==> src/rtl/pe_enable_stack.sv <==
// Per-PE enable stack for SIMD control flow.
// Every PE keeps a stack of enable bits. All PEs share one depth pointer, so
// a push or pop moves every lane's stack at once. The top-of-stack bit of each
// lane is the PE's enable. Overflow and underflow attempts leave all state
// untouched and raise sticky error flags.

// One PE's stack. The top level is the word at index 'depth'. The enable
// output register always mirrors that word, so the top can be read from a flop
// and not through a depth-indexed mux.
module pe_enable_lane #(
  parameter int DEPTH = 32,
  parameter int CW    = $clog2(DEPTH)
) (
  input  logic          clk,
  input  logic          reset,
  input  logic [CW-1:0] depth,
  input  logic          do_push,
  input  logic          do_pop,
  input  logic          do_all,
  input  logic          do_else,
  input  logic          cond,
  output logic          en,
  output logic          en_nxt
);

  logic [DEPTH-1:0] stk;
  logic             below;
  logic             wr;
  logic [CW-1:0]    widx;

  // Level directly under the top. At depth 0 there is no such level, and the
  // callers never use it in that case.
  always_comb begin
    below = 1'b0;
    for (int k = 1; k < DEPTH; k++)
      if (depth == CW'(k)) below = stk[k-1];
  end

  // Value the top of the stack takes after this cycle's operation.
  always_comb begin
    en_nxt = en;
    if (do_push)      en_nxt = en & cond;
    else if (do_pop)  en_nxt = below;
    else if (do_all)  en_nxt = 1'b1;
    else if (do_else) en_nxt = below & ~en;
  end

  // A push writes the new level above the old top. ALLEN and ELSEN rewrite
  // the top in place. A pop writes nothing, because stale upper levels are
  // never read again before they are rewritten.
  assign wr   = do_push | do_all | do_else;
  assign widx = do_push ? depth + CW'(1) : depth;

  // Stack storage and the registered top copy.
  always_ff @(posedge clk) begin
    if (reset) begin
      stk <= DEPTH'(1);
      en  <= 1'b1;
    end else begin
      en <= en_nxt;
      for (int k = 0; k < DEPTH; k++)
        if (wr && widx == CW'(k)) stk[k] <= en_nxt;
    end
  end

endmodule

// Top level: decodes the operation, applies the overflow and underflow guards,
// owns the shared depth pointer and the error flags, and fans the qualified
// operation out to one lane per PE.
module pe_enable_stack #(
  parameter int NPROC = 4,
  parameter int DEPTH = 32,
  parameter int CW    = $clog2(DEPTH)
) (
  input  logic             clk,
  input  logic             reset,
  input  logic [2:0]       op,
  input  logic             op_valid,
  input  logic             squash,
  input  logic [NPROC-1:0] cond,
  input  logic             err_clr,
  output logic [NPROC-1:0] en,
  output logic             any_en,
  output logic [CW-1:0]    depth,
  output logic             err_ovf,
  output logic             err_unf
);

  localparam logic [2:0] OP_PUSHEN = 3'b001;
  localparam logic [2:0] OP_POPEN  = 3'b010;
  localparam logic [2:0] OP_ALLEN  = 3'b011;
  localparam logic [2:0] OP_ELSEN  = 3'b100;

  logic             acc;
  logic             at_top;
  logic             at_bot;
  logic             do_push;
  logic             do_pop;
  logic             do_all;
  logic             do_else;
  logic             set_ovf;
  logic             set_unf;
  logic [NPROC-1:0] en_nxt;

  // Decode the operation. An operation that would move the pointer past
  // either end is turned into an error flag and does nothing else.
  always_comb begin
    acc     = op_valid & ~squash;
    at_top  = (depth == CW'(DEPTH-1));
    at_bot  = (depth == '0);
    do_push = 1'b0;
    do_pop  = 1'b0;
    do_all  = 1'b0;
    do_else = 1'b0;
    set_ovf = 1'b0;
    set_unf = 1'b0;
    if (acc) begin
      unique case (op)
        OP_PUSHEN: begin do_push = ~at_top; set_ovf = at_top; end
        OP_POPEN:  begin do_pop  = ~at_bot; set_unf = at_bot; end
        OP_ALLEN:  do_all = 1'b1;
        OP_ELSEN:  begin do_else = ~at_bot; set_unf = at_bot; end
        default:   ;
      endcase
    end
  end

  genvar g;
  generate
    for (g = 0; g < NPROC; g++) begin : g_lane
      pe_enable_lane #(
        .DEPTH (DEPTH),
        .CW    (CW)
      ) u_lane (
        .clk     (clk),
        .reset   (reset),
        .depth   (depth),
        .do_push (do_push),
        .do_pop  (do_pop),
        .do_all  (do_all),
        .do_else (do_else),
        .cond    (cond[g]),
        .en      (en[g]),
        .en_nxt  (en_nxt[g])
      );
    end
  endgenerate

  // Shared depth pointer. The guards above keep it from wrapping.
  always_ff @(posedge clk) begin
    if (reset)        depth <= '0;
    else if (do_push) depth <= depth + CW'(1);
    else if (do_pop)  depth <= depth - CW'(1);
  end

  // any_en is built from the next enables, so it matches en in the same cycle.
  always_ff @(posedge clk) begin
    if (reset) any_en <= 1'b1;
    else       any_en <= |en_nxt;
  end

  // Sticky error flags. A set in the same cycle as err_clr takes precedence.
  always_ff @(posedge clk) begin
    if (reset) begin
      err_ovf <= 1'b0;
      err_unf <= 1'b0;
    end else begin
      if (set_ovf)      err_ovf <= 1'b1;
      else if (err_clr) err_ovf <= 1'b0;
      if (set_unf)      err_unf <= 1'b1;
      else if (err_clr) err_unf <= 1'b0;
    end
  end

endmodule

==> config.mk <==
export PLATFORM = sky130hd
export DESIGN_NAME = pe_enable_stack
export DESIGN_NICKNAME = d
export VERILOG_FILES = /design/src/rtl/pe_enable_stack.sv
export SDC_FILE = /design/constraint.sdc
export NUM_CORES = 1
export LEC_CHECK = 0
export ABC_AREA = 1
export CAP_MARGIN = 20
export CORE_UTILIZATION = 24
export CTS_BUF_LIST = sky130_fd_sc_hd__clkbuf_8 sky130_fd_sc_hd__clkbuf_16
export CTS_CLUSTER_SIZE = 14
export DETAILED_ROUTE_END_ITERATION = 6
export SLEW_MARGIN = 40
export SYNTH_ARGS = -nofsm -noshare
export SYNTH_HDL_FRONTEND = slang
export SYNTH_SLANG_ARGS = --single-unit
==> constraint.sdc <==
create_clock -name clk -period 4 [get_ports clk]
set_input_delay 1 -clock clk [delete_from_list [all_inputs] [get_ports clk]]
set_output_delay 1 -clock clk [all_outputs]
set_load 0.02 [all_outputs]
=== After elaboration in Yosys (flattened, before gate mapping) ===
Cells that the tools add are included.

* Bitwise gates (word level): 18
* Add/sub/neg operators: 2
* Equality and inequality tests: 65
* Reductions and logical operators: 38
* Multiplexer cells: 158

{| class="wikitable"
|+ Operators by type and width
! cell !! number
|-
| 5-bit == test (second input constant) || 31
|-
| 1-bit two-way mux || 155
|-
| 5-bit by 4-bit == test with 1-bit output (second input constant) || 16
|-
| 5-bit by 3-bit == test with 1-bit output (second input constant) || 8
|-
| 1-bit logical AND || 31
|-
| 5-bit by 2-bit == test with 1-bit output (second input constant) || 4
|-
| 5-bit two-way mux || 3
|-
| 5-bit by 1-bit == test with 1-bit output (second input constant) || 2
|-
| 5-bit logical NOT || 2
|-
| 1-bit bitwise AND || 9
|-
| 1-bit NOT || 7
|-
| 3-bit by 2-bit == test with 1-bit output (second input constant) || 2
|-
| 2-bit nonzero test || 3
|-
| 5-bit by 1-bit adder with 5-bit output (second input constant) || 1
|-
| 5-bit by 1-bit subtractor with 5-bit output (second input constant) || 1
|-
| 4-bit OR reduction || 1
|-
| 3-bit by 1-bit == test with 1-bit output (second input constant) || 1
|-
| 3-bit == test (second input constant) || 1
|-
| 1-bit bitwise OR || 2
|-
| 2-bit OR reduction || 1
|}

* Logic and storage cells: 413
* Input port bits: 12
* Bits in registers: 136

=== Logic depth before layout (Yosys ltp) ===
Gate-level depths: netlist of run 1.

* Word-level depth: 38
* Depth in mapped cells: 45

=== Cells and area by module ===
Synthesis of run 1 repeated with hierarchy kept, for this count alone.

* Cells, all modules: 1,775
* Area total of the unflattened synthesis: 10,727.8 sq um

{| class="wikitable"
|+ Modules (own cells, without submodules)
! module !! instances !! cells an instance !! area an instance (sq um) !! seq. area each (sq um)
|-
| pe_enable_lane at g_lane[1].u_lane ... || 2 || 423 || 2,481.1 || 640.6
|-
| pe_enable_lane at g_lane[3].u_lane || 1 || 424 || 2,622.5 || 640.6
|-
| pe_enable_lane at g_lane[0].u_lane || 1 || 422 || 2,578.7 || 640.6
|-
| pe_enable_stack || 1 || 83 || 564.3 || 160.2
|}

=== Worst setup path after synthesis of run 1 ===
Ideal clock, no wire load.

* Kind: flip-flop to flip-flop
* Start: register depth[0]
* End: register g_lane[2].u_lane.stk[18]
* Arrival time: 3,277 ps
* Data required time: 3,887 ps
* Slack: 610 ps
* Cell stages (with the launch flop): 43
* Buffers on the path: 2
* Setup time: 113 ps
* Path through: dfxtp_1 -> inv_1 -> ha_1 -> buf_4 -> nand3_1 -> o21ai_0 -> nand3_1 -> nand2_1 -> nand2_1 -> nand2_1 -> nand2_1 -> nand3_1 -> nand2_1 -> nand2_1 -> nand2_1 -> nand2_1 -> nand2_1 -> nand2_1 -> (+7 left out) -> nand2_1 -> nand2_1 -> nand2_1 -> nand2_1 -> nand2_1 -> nand2_1 -> nand2_1 -> nand2_1 -> nand2_1 -> nand2_1 -> nand2_1 -> nand2_1 -> nand2_2 -> a21oi_4 -> inv_4 -> buf_6 -> o21ai_1 -> inv_1

* Word-level cells in the longest chain between the ends: 37

{| class="wikitable"
|+ Ends and longest elaborated chain
! item !! RTL line !! RTL
|-
| from (decl) || 85 || <nowiki>output logic [CW-1:0] depth,</nowiki>
|-
| from (signal assigned) || 153 || <nowiki>else if (do_push) depth <= depth + CW'(1);</nowiki>
|-
| from (signal assigned) || 154 || <nowiki>else if (do_pop) depth <= depth - CW'(1);</nowiki>
|-
| 5-bit by 1-bit == test with 1-bit output || 36 || <nowiki>if (depth == CW'(k)) below = stk[k-1];</nowiki>
|-
| 1-bit two-way mux (31 in a row) || 36 ||
|-
| 1-bit bitwise AND || 45 || <nowiki>else if (do_else) en_nxt = below & ~en;</nowiki>
|-
| 1-bit two-way mux || 45 ||
|-
| 1-bit two-way mux || 44 || <nowiki>else if (do_all) en_nxt = 1'b1;</nowiki>
|-
| 1-bit two-way mux || 43 || <nowiki>else if (do_pop) en_nxt = below;</nowiki>
|-
| 1-bit two-way mux || 42 || <nowiki>if (do_push) en_nxt = en & cond;</nowiki>
|-
| to (signal, indexed assignment) || 62 || <nowiki>if (wr && widx == CW'(k)) stk[k] <= en_nxt;</nowiki>
|-
| to (decl) || 26 || <nowiki>logic [DEPTH-1:0] stk;</nowiki>
|}

Parallel ways exist; a longest one is shown, timed or not.
A chain may end at the register's enable or synchronous reset.

=== Worst setup path after layout of run 1 ===
* Start: register depth[2]
* End: register g_lane[2].u_lane.stk[15]

The elaborated chain is that of the path after synthesis.

==> results of run 1 <==
what timing repair did:
action,4_1_cts,5_1_grt
setup buffers,0,4
endpoints found under the setup margin,0,129
endpoints found under the hold margin,0,0
gates resized for setup,0,43
cells in the final DEF, fill, tap and decap left out, drive strengths merged:
master and n:
a211oi 4, a21boi 1, a21oi 95, a221oi 1, a31oi 4, a32oi 1, buf 61, bufinv 3
clkbuf 24, clkdlybuf4s50 22, clkinv 4, clkinvlp 1, dfxtp 136, ha 9, inv 323, nand2 243
nand3 54, nand3b 1, nand4 7, nor2 130, nor3 16, o211a 2, o211ai 14, o21a 4
o21ai 133, o21bai 34, or2 1, xor2 3
report_power, final:
| part | internal [mW] | leakage, nW | switching, mW | total (mW) |
|---|---|---|---|---|
| Combinational | 0.0704 | 3.26 | 0.147 | 0.217 |
| Sequential | 1.36 | 1.10 | 0.00584 | 1.36 |
| Clock | 1.03 | 0.309 | 0.594 | 1.63 |
| Total | 2.46 | 4.67 | 0.747 | 3.21 |
final cells by class:
cell class / instances / share of cell area
Clock buffer: 21 / 0.0494
Inverter: 321 / 0.125
Sequential cell: 136 / 0.281
Clock inverter: 10 / 0.0131
Timing Repair Buffer: 86 / 0.0851
Multi-Input combinational cell: 757 / 0.391
Tap cell: 435 / 0.0559
flip-flops by register name (all words and copies together) (netlist names):
| register | flops |
|---|---|
| g_lane.u_lane.en | 4 |
| depth | 5 |
| g_lane.u_lane.stk | 124 |
| err_ovf | 1 |
| any_en | 1 |
| err_unf | 1 |
critical path, delay by kind of cell, from the launching register on:
kind | cells | cell delay (ns)
compound gates | 3 | 0.39
simple gates | 32 | 2.10
buf+inv | 6 | 0.63
flops | 1 | 0.38
routing by layer:
metal / vias to the layer above / track usage / wire length [µm] / share of wire
li1: 3984 / - / - / -
met1: 3389 / 0.184 / 11200 / 0.48
met2: 124 / 0.231 / 10700 / 0.46
met3: 26 / 0.0238 / 942 / 0.041
met4: 0 / 0.0477 / 399 / 0.017
met5: - / 0 / 0 / 0
kinds of logic (layout without fill, tap and decap cells):
kind of cell / after synthesis / after routing / synth area share
DFF: 136 / 136 / 0.346
and+or+nand+nor: 452 / 452 / 0.237
xor gates and xnor gates: 3 / 3 / 0.00334
adders and majority gates: 9 / 9 / 0.0143
AOI/OAI and AO/OA: 293 / 293 / 0.212
buffers and inverters: 365 / 438 / 0.187
worst paths after layout:
check | from | end | slack (ns) | cells past startpoint
worst max-delay path | depth[2] | g_lane[2].u_lane.stk[15] | 0.36 | 41
worst min-delay path | err_unf | err_unf | 0.47 | 2
worst max register to register | depth[2] | g_lane[2].u_lane.stk[15] | 0.36 | 41
worst min register to register | err_unf | err_unf | 0.47 | 2
stage by stage:
| step | cell area, µm² | total power [mW] | cells |
|---|---|---|---|
| 3_3_place_gp | 8850 | 1.60 | 1728 |
| 2_1_floorplan | 7860 | 1.52 | 1258 |
| 3_5_place_dp | 8860 | 1.60 | 1728 |
| 5_1_grt | 9730 | 3.31 | 1766 |
| 6_report | 9730 | 3.21 | 1766 |
| 4_1_cts | 9470 | 3.24 | 1759 |
==> flow_metrics.py, run 1 <==
metrics = {
    "cells_and_area": {
        "area_growth_pct": 23.7,
        "n_antenna_cell": 0,
        "drive_gt1_frac": 0.104,
        "multi_input_area_mm2": 0.00380,
        "nets": 1340,
        "fin_util": 0.305,
        "regArea_mm2": 0.00274,
        "n_fill_cell": 3538,
    },
    "synthesis": {
        "ys_types": 39,
        "synth_top_area_cell": "dfxtp_1",
        "yosys.area.top_type_share": 0.346,
        "syn_inst": 1258,
        "synth_area_mm2": 0.00786,
        "synth_warnings": 0,
        "synth.top_cells.by_count": "315 x inv_1, 239 x nand2_1, 136 x dfxtp_1",
        "synth-seq-cells": 136,
        "synth_most_common_cell": "inv_1",
        "synth_ff_type": "dfxtp_1",
        "avgSynthCellArea_um2": 6.25,
        "synth-seq-area-share": 0.346,
        "synth_edf_count": 0,
        "async_reset_ff_frac": 0,
        "synth_area_leaders": "dfxtp_1 35%, inv_1 15%, nand2_1 11%",
        "synth_nets": 1279,
    },
    "critical_path": {
        "crit_slowest_cell": "dfxtp_4",
        "cp.arrival_ns": 3.95,
        "critical_path_required_ns": 4.31,
        "critPathCaptureType": "flop",
        "critPathMaxFanout": 9,
        "cpPeakStageDelay_ns": 0.38,
        "start_kind": "flop",
        "worst_path_most_repeated_cell": "nand2_1",
        "critPathKind": "flop to flop",
    },
    "global_routing": {
        "grt_usage": 0.140,
        "antenna_found_initial": 0,
        "grt_pass1_vias": 7066,
        "grt_max_degree": 79,
        "globalRouteOverflowTotal": 0,
        "grt_pass1_wl_um": 36800,
    },
    "job": {
        "maxCapViolCount": 0,
    },
    "sta": {
        "setup_tns_ns": 0,
        "fin_crit_ns": 3.64,
        "fin_ws_ns": 0.363,
        "period_share": 0.909,
        "slew_headroom": 0.497,
        "slew_violations": 0,
        "tightestPinTransition_ns": 0.748,
        "finalSetupViolCount": 0,
        "whs_ns": 0.469,
        "fmax_ghz": 0.275,
        "fin_skew_ns": 0.00826,
        "hold_viol": 0,
    },
    "die": {
        "num_rows": 65,
        "die_h_um": 183,
        "ioPinCount": 24,
        "core_area_mm2": 0.0319,
        "die-area_mm2": 0.0335,
        "die_w_um": 183,
        "start_util": 0.247,
    },
    "power": {
        "vdd_drop_max_mv": 0.214,
        "power_density_mw_per_mm2": 330,
        "p_leak_nw": 4.67,
    },
    "detailed_routing": {
        "wl_per_cell_um": 13.2,
        "drc": 0,
        "ant_nets": 0,
        "first_pass_iters": 4,
        "vias": 7523,
        "vias_per_cell": 4.26,
        "first_iter_violations": 439,
        "routed_wl_um": 23200,
    },
    "clocking": {
        "path_clk_slew_ns": 0.06,
        "cts_buffers": 17,
        "hold_buffers": 0,
        "cts_tree": "done",
        "h-tree-depth": 4,
        "clock_latency_ns": 0.43,
        "clkSinkCount": 136,
        "cts_max_path_buffers": 2,
        "clock-root-buffer": "clkbuf_16",
    },
    "placed_design": {
        "dp_hpwl_um": 16000,
        "gp_congestion": 0.891,
        "place_ws_ns": 0.180,
        "portBuffers": 23,
    },
    "outcome": {
        "status": "completed",
    },
    "min_path": {
        "hold_class": "flop to flop",
    },
}
(Power assumes the default switching activity.)
==> inputs of run 2 (changes only) <==
Settings changed: CAP_MARGIN 20 to 40, CTS_BUF_LIST sky130_fd_sc_hd__clkbuf_8 sky130_fd_sc_hd__clkbuf_16 to sky130_fd_sc_hd__clkbuf_2 sky130_fd_sc_hd__clkbuf_4 sky130_fd_sc_hd__clkbuf_8.
==> run 2 against run 1 <==
  * Routed wire length fell by 0.48%
  * Sequential cell count is the same
  * Non-clock buffer count shrank 3
  * Largest power group is now sequential cells
  * Count of clock-buffer cells in the layout increased by 3
  * Clock skew grew 0.0027 ns
  * Core utilization is 0.76 points lower
  * Register-to-register slack about the same
  * Setup slack gained 0.0048 ns
  * Clock power decreased by 24%
  * Critical path type unchanged
==> flow_metrics.py, run 2 (synthesis results as in run 1) <==
metrics = {
    "sta": {
        "tightestPinTransition_ns": 0.744,
        "whs_ns": 0.473,
        "rsz0062_at_grt": "yes",
        "fin_ws_ns": 0.368,
        "finalSetupViolCount": 0,
        "fin_crit_ns": 3.63,
        "slew_violations": 0,
        "fmax_ghz": 0.275,
        "slew_headroom": 0.500,
        "hold_viol": 0,
        "fin_skew_ns": 0.0109,
        "period_share": 0.908,
    },
    "detailed_routing": {
        "drc": 0,
        "vias_per_cell": 4.29,
        "vias": 7566,
        "routed_wl_um": 23100,
        "ant_nets": 0,
        "wl_per_cell_um": 13.1,
        "first_pass_iters": 7,
        "first_iter_violations": 507,
    },
    "global_routing": {
        "grt_pass1_wl_um": 36600,
        "globalRouteOverflowTotal": 0,
        "grt_max_degree": 79,
        "antenna_found_initial": 0,
        "grt_usage": 0.139,
        "grt_pass1_vias": 6985,
    },
    "clocking": {
        "clock_latency_ns": 0.47,
        "cts_max_path_buffers": 2,
        "cts_buffers": 17,
        "cts_tree": "done",
        "clkSinkCount": 136,
        "hold_buffers": 0,
        "clock-root-buffer": "clkbuf_8",
        "path_clk_slew_ns": 0.08,
        "h-tree-depth": 4,
    },
    "die": {
        "die_h_um": 183,
        "core_area_mm2": 0.0319,
        "start_util": 0.247,
        "die-area_mm2": 0.0335,
        "num_rows": 65,
        "ioPinCount": 24,
        "die_w_um": 183,
    },
    "cells_and_area": {
        "nets": 1337,
        "largest_reg_flops": 124,
        "n_fill_cell": 3575,
        "top_regs": "g_lane.u_lane.stk: 124 flops, depth: 5 flops, g_lane.u_lane.en: 4 flops",
        "area_growth_pct": 20.7,
        "final_cell_mix": "313 x inv_1, 238 x nand2_1, 132 x dfxtp_1",
        "layout.cells.non_filler": 1763,
        "fin_util": 0.298,
        "final_common_cell": "inv_1",
        "top_register": "g_lane.u_lane.stk",
        "drive_gt1_frac": 0.102,
        "n_antenna_cell": 0,
    },
    "placed_design": {
        "dp_hpwl_um": 16000,
        "placed_cells": 1728,
        "gp_congestion": 0.891,
        "place_ws_ns": 0.180,
        "portBuffers": 23,
    },
    "critical_path": {
        "cpPeakStageDelay_ns": 0.38,
        "crit_slowest_cell": "dfxtp_2",
        "critPathCaptureType": "flop",
        "critPathKind": "flop to flop",
        "cp.arrival_ns": 4.00,
        "critical_path_required_ns": 4.37,
        "start_kind": "flop",
        "critPathMaxFanout": 8,
        "rrSetupSlack_ns": 0.37,
        "worst_path_most_repeated_cell": "nand2_1",
    },
    "min_path": {
        "hold_class": "flop to flop",
    },
    "job": {
        "maxCapViolCount": 0,
    },
    "power": {
        "p_leak_nw": 4.56,
        "power_density_mw_per_mm2": 297,
        "vdd_drop_max_mv": 0.158,
        "finalPower_mw": 2.82,
    },
    "outcome": {
        "status": "completed",
    },
}
run 2: worst paths after layout:
kind	startpoint	endpoint	depth (start not counted)
worst max-delay path	depth[2]	g_lane[1].u_lane.stk[19]	42
worst min-delay path	err_unf	err_unf	2
worst max register to register	depth[2]	g_lane[1].u_lane.stk[19]	42
worst min register to register	err_unf	err_unf	2
run 2: final cells by class:
type | count | area [µm²] | share of cell area
clock inverter | 7 | 116 | 0.0123
inverter | 321 | 1210 | 0.128
timing repair buffer | 83 | 793 | 0.0836
clock buffer | 24 | 312 | 0.0328
sequential | 136 | 2730 | 0.288
multi-input combinational | 757 | 3780 | 0.398
tap | 435 | 544 | 0.0574
run 2: repair_timing:
item	4_1_cts	5_1_grt
endpoints found under the setup margin	0	129
gates resized for setup	0	34
buffers inserted	0	1
run 2: critical path, delay by kind of cell (launching register included):
kind | cells | cell delay [ns]
AND/OR/NAND/NOR | 37 | 2.65
AO/OA/AOI/OAI | 1 | 0.12
buffers and inverters | 4 | 0.37
flip-flops | 1 | 0.38
run 2: stage by stage:
stage          TNS [ns]  area, µm²
3_3_place_gp          0       8850
5_1_grt          -0.721       9490
4_1_cts               0       9290
3_5_place_dp          0       8860
6_report              0       9490
2_1_floorplan         0       7860
run 2: layer usage:
metal	GRT usage	up-vias	routed length (µm)
met5	0	-	0
met4	0.0517	0	498
met3	0.0242	32	1170
met2	0.227	168	10500
met1	0.183	3395	10900
li1	-	3971	-
run 2: report_power, final:
part | switching (mW) | total [mW] | internal (mW)
registers | 0.00577 | 1.36 | 1.36
clock network | 0.544 | 1.24 | 0.700
logic | 0.146 | 0.214 | 0.0680
